===== config.mk =====
export PLATFORM = sky130hd
export DESIGN_NAME = ram_access_ctrl
export DESIGN_NICKNAME = d
export VERILOG_FILES = /design/src/rtl/ram_ctrl_pkg.sv /design/src/rtl/ram_access_ctrl.sv
export SDC_FILE = /design/constraint.sdc
export NUM_CORES = 1
export LEC_CHECK = 0
export CORE_MARGIN = 2
export CORE_UTILIZATION = 48
export DETAILED_ROUTE_END_ITERATION = 16
export PLACE_DENSITY = 0.93
export SLEW_MARGIN = 20
export SYNTH_ARGS = -nofsm -noshare
export SYNTH_HDL_FRONTEND = slang
export SYNTH_SLANG_ARGS = --single-unit

===== constraint.sdc =====
create_clock -name clk -period 2.8 [get_ports clk]
set_clock_uncertainty 0.1 [all_clocks]
set_input_delay 0.28 -clock clk [delete_from_list [all_inputs] [get_ports clk]]
set_output_delay 0.28 -clock clk [all_outputs]
set_load 0.01 [all_outputs]

===== src/rtl/ram_ctrl_pkg.sv =====
// ============================================================================
// Module      : ram_ctrl_pkg
// Description : Shared state type and counter width for the scratch-RAM
//               strobe controller.
// Revision    : 1.0  initial release
// ============================================================================
`default_nettype none

package ram_ctrl_pkg;

    typedef enum logic [1:0] {
        IDLE   = 2'd0,
        SETUP  = 2'd1,
        STROBE = 2'd2,
        HOLD   = 2'd3
    } ram_ctrl_state_t;

    localparam int STROBE_CNT_W = 4;

endpackage

`default_nettype wire


===== src/rtl/ram_access_ctrl.sv =====
// ============================================================================
// Module      : ram_access_ctrl
// Description : Sequences single load/store requests into setup, strobe and
//               hold phases on a 1-bit scratch-RAM port; one-cycle response.
// Revision    : 1.0  initial release
// ============================================================================
`default_nettype none

module ram_access_ctrl
    import ram_ctrl_pkg::*;
#(
    parameter int WORD          = 1,
    parameter int SIZE_LOG      = 8,
    parameter int STROBE_CYCLES = 1
) (
    input  logic                clk,
    input  logic                reset_n,
    input  logic                req_valid,
    output logic                req_ready,
    input  logic                req_we,
    input  logic [SIZE_LOG-1:0] req_addr,
    input  logic [WORD-1:0]     req_wdata,
    output logic                rsp_valid,
    output logic [WORD-1:0]     rsp_rdata,
    output logic                ram_read,
    output logic                ram_write,
    output logic [SIZE_LOG-1:0] ram_address,
    output logic [WORD-1:0]     ram_wdata,
    input  logic [WORD-1:0]     ram_rdata
);

    generate
        if (STROBE_CYCLES < 1 || STROBE_CYCLES > 15) begin : g_bad_strobe_cycles
            $error("ram_access_ctrl: STROBE_CYCLES must be within 1..15");
        end
    endgenerate

    localparam logic [STROBE_CNT_W-1:0] c_strobe_load = STROBE_CNT_W'(STROBE_CYCLES - 1);

    ram_ctrl_state_t            state_q, state_d;
    logic [STROBE_CNT_W-1:0]    cnt_q, cnt_d;
    logic                       we_q, we_d;
    logic [SIZE_LOG-1:0]        ram_address_q, ram_address_d;
    logic [WORD-1:0]            ram_wdata_q, ram_wdata_d;
    logic                       ram_read_q, ram_read_d;
    logic                       ram_write_q, ram_write_d;
    logic                       rsp_valid_q, rsp_valid_d;
    logic [WORD-1:0]            rsp_rdata_q, rsp_rdata_d;
    logic                       w_accept;

    // Ready is forced low during reset so no request is taken while the port is held.
    assign req_ready = reset_n && ((state_q == IDLE) || (state_q == HOLD));
    assign w_accept  = req_valid && req_ready;

    always_comb begin
        state_d       = state_q;
        cnt_d         = cnt_q;
        we_d          = we_q;
        ram_address_d = ram_address_q;
        ram_wdata_d   = ram_wdata_q;
        ram_read_d    = 1'b0;
        ram_write_d   = 1'b0;
        rsp_valid_d   = 1'b0;
        rsp_rdata_d   = rsp_rdata_q;

        case (state_q)
            IDLE, HOLD: begin
                // Capturing straight into the port registers keeps the old
                // address stable through HOLD; the new one shows in SETUP.
                if (w_accept) begin
                    state_d       = SETUP;
                    we_d          = req_we;
                    ram_address_d = req_addr;
                    ram_wdata_d   = req_wdata;
                end else begin
                    state_d = IDLE;
                end
            end
            SETUP: begin
                state_d     = STROBE;
                cnt_d       = c_strobe_load;
                ram_read_d  = !we_q;
                ram_write_d = we_q;
            end
            STROBE: begin
                if (cnt_q == '0) begin
                    state_d     = HOLD;
                    rsp_valid_d = 1'b1;
                    rsp_rdata_d = we_q ? '0 : ram_rdata;
                end else begin
                    cnt_d       = cnt_q - STROBE_CNT_W'(1);
                    ram_read_d  = ram_read_q;
                    ram_write_d = ram_write_q;
                end
            end
            default: state_d = IDLE;
        endcase
    end

    always_ff @(posedge clk or negedge reset_n) begin
        if (!reset_n) begin
            state_q       <= IDLE;
            cnt_q         <= '0;
            we_q          <= 1'b0;
            ram_address_q <= '0;
            ram_wdata_q   <= '0;
            ram_read_q    <= 1'b0;
            ram_write_q   <= 1'b0;
            rsp_valid_q   <= 1'b0;
            rsp_rdata_q   <= '0;
        end else begin
            state_q       <= state_d;
            cnt_q         <= cnt_d;
            we_q          <= we_d;
            ram_address_q <= ram_address_d;
            ram_wdata_q   <= ram_wdata_d;
            ram_read_q    <= ram_read_d;
            ram_write_q   <= ram_write_d;
            rsp_valid_q   <= rsp_valid_d;
            rsp_rdata_q   <= rsp_rdata_d;
        end
    end

    assign ram_address = ram_address_q;
    assign ram_wdata   = ram_wdata_q;
    assign ram_read    = ram_read_q;
    assign ram_write   = ram_write_q;
    assign rsp_valid   = rsp_valid_q;
    assign rsp_rdata   = rsp_rdata_q;

endmodule

`default_nettype wire


==> qor.txt, run 1 <==
Post-synth cell types -> 22
Die H -> 47.02 um
Initial Utilization -> 0.5145
Slew margin rel. -> 0.7078
WS Path Type -> flip-flop to output pin
Metal2 WL -> 812 um
P_int -> 0.7725 mW
Worst min-delay path class -> input pin to async pin
Setup TNS -> 0 ns
Clock buffer depth -> 2
Seq cells post-synth -> 20
Startpoint types -> flip-flop
Arrival time worst endpoint -> 1.77 ns
Setup bufs post-CTS -> 0
Top layer in use -> met4
Tcrit/Tclk final -> 0.7672
Die ar. -> 2211 sq um
R2r setup slk -> 0.92 ns
Routed WL per cell -> 13.64 um
GPL Wtd Cong -> 0.8183
HPWL Detailed -> 1297 um
First-pass GRT wire length -> 2884 um
Max-cap violations -> 0
P_sw -> 0.3505 mW
Final Cell Area -> 1219 sq um
Syn avg cell area -> 12.34 sq um
Diode count -> 0
# rows -> 15
WL met3 -> 177 um
Gr ovfl total -> 0
Initial antenna violation count -> 0
Nets -> 119
Asr flop ratio synth -> 1.000
Comb power frac -> 0.445
Port bufs -> 27
R2R depth -> 5
Vias per inst -> 5.175
Slew Limit Fails -> 0
Overall die width -> 47.02 um
Total number of vias -> 652
Layout area overhead -> 37.18%
Filler Cell Count -> 138
Layout cell share with drive strength beyond 1 -> 0.1782
Endpoints failing hold -> 0
Unrepaired setup endpoints after global routing -> false
Gr usage total -> 0.1942
Cts hold-fix bufs -> 0
Critical path required time -> 2.42 ns
DR pass1 iterations -> 4
Seq/Total Area, Yosys -> 0.5634
Clk root buf -> clkbuf_4
Number of enable flip-flop cells after synthesis -> 0
TritonCTS clock tree -> built
Slew @ Worst Pin -> 0.4373 ns
PD cells -> 921.5 nW/um^2
R2r startpoint -> state_q[0]$_DFFE_PN0P_
Sw frac -> 0.3121
Post-Route M1 WL -> 684 um
Clock slew at reported path FFs -> 0.11 ns
Synth Cell Area -> 888.4 sq um
WL final -> 1719 um
Detail Route Antenna Nets -> 0
Placeable core area -> 1727 sq um
Post-CTS resize count -> 0
DRC errors left -> 0
Post-Synthesis Cells -> 72
Setup crit end kind -> output pin
Fmax -> 0.4655 GHz
Reg power frac -> 0.404
Num CTS Buffers -> 3
Largest net degree at the start of global routing -> 21
Reg2Reg Capture Point -> ram_address[7]$_DFFE_PN0P_
Clock share of power -> 0.151
Min Clock Period, post-route -> 2.148 ns
Final setup violation count -> 0
Mapped Nets -> 89
CTS sink count -> 20
Dpl cell area -> 1182 sq um
Vias in the first global route -> 680
Leakage -> 0.5445 nW
Total of warnings raised by yosys -> 0
Post-synth top flop -> dfrtp_1
Clock Latency Late Sink -> 0.31 ns
# H-tree levels -> 1
VDD IR-drop max -> 0.0006835 V
CP max FO -> 3
1st-iter DRT viols -> 19
IO Count -> 28
Status -> finished, final reports clean
## final cells by class
cell class	count	area [sq um]	share of cell area
well taps	25	31.28	0.02567
clock buffers	4	36.28	0.02977
multi-input cells	44	354.1	0.2906
repair buffers	28	277.8	0.2279
inverters	5	18.77	0.01540
flip-flops and latches	20	500.5	0.4107
## cells in the mapped netlist, types with 2 or more instances
library cell  count  area share
dfrtp_1          20        0.56
o21ai_0           3       0.017
o211ai_1          2       0.017
mux2_2           11        0.14
inv_1             5       0.021
nand2b_1          3       0.021
ha_1              3       0.042
mux2i_1           3       0.034
buf_2             3       0.017
nand2_1           7       0.030
## power by group through the flow
stage / Sequential, mW / Clock [mW] / Combinational [mW]
6_report: 0.454 / 0.169 / 0.500
5_1_grt: 0.467 / 0.185 / 0.553
4_1_cts: 0.455 / 0.174 / 0.507
3_5_place_dp: 0.460 / 0 / 0.502
3_3_place_gp: 0.453 / 0 / 0.487
2_1_floorplan: 0.495 / 0 / 0.212
## sequential cells by signal, summed over array words and instances, names as in the netlist
signal	count
ram_address	8
ram_write	1
ram_read	1
cnt_q	4
ram_wdata	1
rsp_valid	1
rsp_rdata	1
state_q	2
we_q	1
## critical path, cell delays in order (launching register included)
cell and delay (ns):
dfrtp_1 0.38, inv_1 0.05, ha_1 0.30, and2_1 0.17
clkdlybuf4s50_1 0.55
## per-stage QoR
step                      instances  worst slack [ns]  utilization  hold slack [ns]  power (mW)
after floorplan                  72             1.082            -          -0.1156      0.7073
after global placement          122            0.9443       0.6848           0.3679      0.9398
after detailed placement        122            0.9253       0.6848           0.3758      0.9624
after CTS                       126            0.6198       0.7058           0.2507       1.136
after global routing            126            0.5510       0.7058           0.2758       1.205
final                           126            0.6519       0.7058           0.2595       1.123
## worst max-delay path by stage
stage	start	to	slack, ns	cells after the start
after floorplan	state_q[0]$_DFFE_PN0P_	ram_address[0]$_DFFE_PN0P_	1.08	6
after global placement	reset_n	req_ready	0.94	3
after detailed placement	reset_n	ram_address[7]$_DFFE_PN0P_	0.93	4
after CTS	state_q[0]$_DFFE_PN0P_	req_ready	0.62	4
after global routing	state_q[0]$_DFFE_PN0P_	req_ready	0.55	4
final	state_q[0]$_DFFE_PN0P_	req_ready	0.65	4
## layout by cell type (no fill, tap or decap), types with 2 or more instances in the layout
cell type / netlist / layout
nand2_1: 7 / 7
nand2b_1: 3 / 3
inv_1: 5 / 5
dfrtp_1: 20 / 20
clkbuf_4: 0 / 3
clkdlybuf4s50_1: 0 / 27
mux2i_1: 3 / 3
mux2_2: 11 / 11
ha_1: 3 / 3
o21ai_0: 3 / 3
o211ai_1: 2 / 2
## logic make-up after synthesis
family                     count (synthesis)  share of synthesized area
AOI/OAI and AO/OA                         11                    0.08732
buffers and inverters                      8                    0.03803
muxes                                     14                     0.1732
adders and majority gates                  3                    0.04226
DFF                                       20                     0.5634
and+or+nand+nor                           16                    0.09578
## layer usage
layer | up-vias | track usage
met1 | 304 | 0.2118
met4 | 0 | 0.08889
met5 | - | 0
met3 | 7 | 0.09615
li1 | 307 | -
met2 | 34 | 0.3178
(Power assumes the default switching activity.)
==> run 2: changes to the inputs <==
--- a/config.mk
+++ b/config.mk
@@ -6,9 +6,9 @@
 export NUM_CORES = 1
 export LEC_CHECK = 0
 export CORE_MARGIN = 2
-export CORE_UTILIZATION = 48
+export CORE_UTILIZATION = 40
 export DETAILED_ROUTE_END_ITERATION = 16
-export PLACE_DENSITY = 0.93
+export PLACE_DENSITY = 0.84
 export SLEW_MARGIN = 20
 export SYNTH_ARGS = -nofsm -noshare
 export SYNTH_HDL_FRONTEND = slang
==> constraint.sdc (replaced) <==
create_clock -name clk -period 1.72 [get_ports clk]
set_clock_uncertainty 0.1 [all_clocks]
set_input_delay 0.172 -clock clk [delete_from_list [all_inputs] [get_ports clk]]
set_output_delay 0.172 -clock clk [all_outputs]
set_load 0.01 [all_outputs]
==> qor.txt, run 2 (same netlist as run 1, synthesis figures left out) <==
First-pass GRT wire length -> 3077 um (+6.7%)
Detail Route Antenna Nets -> 0 (unchanged)
# rows -> 17 (+2)
Arrival time worst endpoint -> 1.72 ns (-0.05 ns)
TritonCTS clock tree -> built
Routed WL per cell -> 13.41 um (-1.7%)
Die ar. -> 2614 sq um (+18%)
Min Clock Period, post-route -> 1.619 ns
DR pass1 iterations -> 4 (unchanged)
VDD IR-drop max -> 0.0009165 V (+34%)
Most common cell after layout, fill and taps aside -> clkdlybuf4s50_1
Final setup violation count -> 0 (unchanged)
1st-iter DRT viols -> 1 (-18)
Gr ovfl total -> 0 (unchanged)
Initial antenna violation count -> 0 (unchanged)
Crit-path slowest cell -> dfrtp_1
Critical path required time -> 1.82 ns (-0.60 ns)
HPWL Detailed -> 1349 um (+4.0%)
Nets -> 124 (+4.2%)
Max reg flops -> 8 (unchanged)
Endpoints failing hold -> 0 (unchanged)
Fmax -> 0.6178 GHz
Total number of vias -> 644 (-1.2%)
Initial Utilization -> 0.4135 (-0.1010)
Dpl cell area -> 1214 sq um (+2.6%)
CP max FO -> 11 (+8)
Setup crit end kind -> flip-flop
Final Cell Area -> 1280 sq um (+5.0%)
Largest net degree at the start of global routing -> 21 (unchanged)
Port bufs -> 27 (unchanged)
Overall die width -> 51.13 um (+8.7%)
Vias in the first global route -> 682 (+0.29%)
Buf/Inv on CP -> 2 (unchanged)
Status -> finished, final reports clean
Clock Latency Late Sink -> 0.30 ns (about the same)
# H-tree levels -> 1 (unchanged)
Clock buffer depth -> 2 (unchanged)
PD cells -> 1487 nW/um^2 (+61%)
Unrepaired setup endpoints after global routing -> false
Cells along the critical path -> inv_2 -> ha_4 -> and2_1 -> nand2_1 -> buf_12 -> mux2_2
Gr usage total -> 0.1648 (-0.02946)
Startpoint types -> flip-flop
Clock slew at reported path FFs -> 0.11 ns (about the same)
Diode count -> 0 (unchanged)
Layout area overhead -> 44.08%
CP Depth -> 6 (+2)
Leakage -> 0.5758 nW (+5.8%)
WS Path Type -> flip-flop to flip-flop
DRC errors left -> 0 (unchanged)
WL final -> 1797 um (+4.5%)
Vias per inst -> 4.806 (-7.1%)
Final WS setup -> 0.1013 ns (-0.5506 ns)
Final Power -> 1.903 mW (+69%)
Slew Limit Fails -> 0 (unchanged)
IO Count -> 28 (unchanged)
Layout cell share with drive strength beyond 1 -> 0.2453 (+0.06707)
Placeable core area -> 2148 sq um (+24%)
Most frequent cells in the layout -> clkdlybuf4s50_1, dfrtp_1, mux2_2, nand2_1, buf_4
CTS sink count -> 20 (unchanged)
Num CTS Buffers -> 3 (unchanged)
Tcrit/Tclk final -> 0.9411
Slew margin rel. -> 0.7949 (+0.08718)
Setup TNS -> 0 ns (unchanged)
Max-cap violations -> 0 (unchanged)
GPL Wtd Cong -> 0.8288 (+1.3%)
R2R depth -> 6 (+1)
Clk root buf -> clkbuf_4
Die H -> 51.13 um (+8.7%)
Worst min-delay path class -> input pin to async pin
CP delay by family, top -> flip-flops
Dpl ws -> 0.01056 ns (-0.9147 ns)
Slew @ Worst Pin -> 0.3076 ns (-0.1297 ns)
Crit path largest cell delay -> 0.40 ns (-0.15 ns)
[run 2: routing by layer]
metal	wire length, um	vias to the layer above	GRT usage
met2	846	24	0.2554
met5	0	-	0
met1	801	301	0.2069
li1	-	317	-
met3	133	2	0.04386
met4	15	0	0.09459
[run 2: layout make-up]
type / instances / area, sq um
Timing Repair Buffer: 33 / 322.8
Tap cell: 28 / 35.03
Fill cell: 181 / 868.3
Sequential cell: 20 / 500.5
Multi-Input combinational cell: 44 / 366.6
Inverter: 5 / 18.77
Clock buffer: 4 / 36.28
[run 2: power by group]
part,switching (mW),leakage (nW),total [mW],internal (mW)
sequential,0.0973,0.251,0.744,0.646
combinational,0.346,0.304,0.884,0.538
clock,0.147,0.0210,0.276,0.129
total,0.590,0.576,1.90,1.31
[run 2: repair_timing]
action,4_1_cts,5_1_grt
setup endpoints to repair,9,3
hold buffers,0,0
gates resized for setup,2,3
buffers inserted,1,2
[run 2: worst paths after layout]
kind	from	end	slack [ns]
min in group clk	ram_rdata	rsp_rdata$_DFFE_PN0P_	0.34
max in group asynchronous	reset_n	ram_read$_DFFE_PN0P_	1.18
worst max-delay path	state_q[0]$_DFFE_PN0P_	we_q$_DFFE_PN0P_	0.10
worst min register to register	rsp_rdata$_DFFE_PN0P_	rsp_rdata$_DFFE_PN0P_	0.41
worst max register to register	state_q[0]$_DFFE_PN0P_	we_q$_DFFE_PN0P_	0.10
worst min-delay path	reset_n	cnt_q[1]$_DFFE_PN0P_	0.14
[run 2: per-stage QoR]
stage	cells	util	hold slack, ns
3_5_place_dp	127	0.5649	0.3893
6_report	134	0.5958	0.1365
2_1_floorplan	72	-	-0.2236
4_1_cts	132	0.5906	0.1377
3_3_place_gp	127	0.5649	0.3661
5_1_grt	134	0.5958	0.1577
[run 2: worst register-to-register path: stages, from the launching register on]
cell and delay (ns):
dfrtp_1 0.40, inv_2 0.07, ha_4 0.20, and2_1 0.15, nand2_1 0.11, buf_12 0.14
mux2_2 0.33
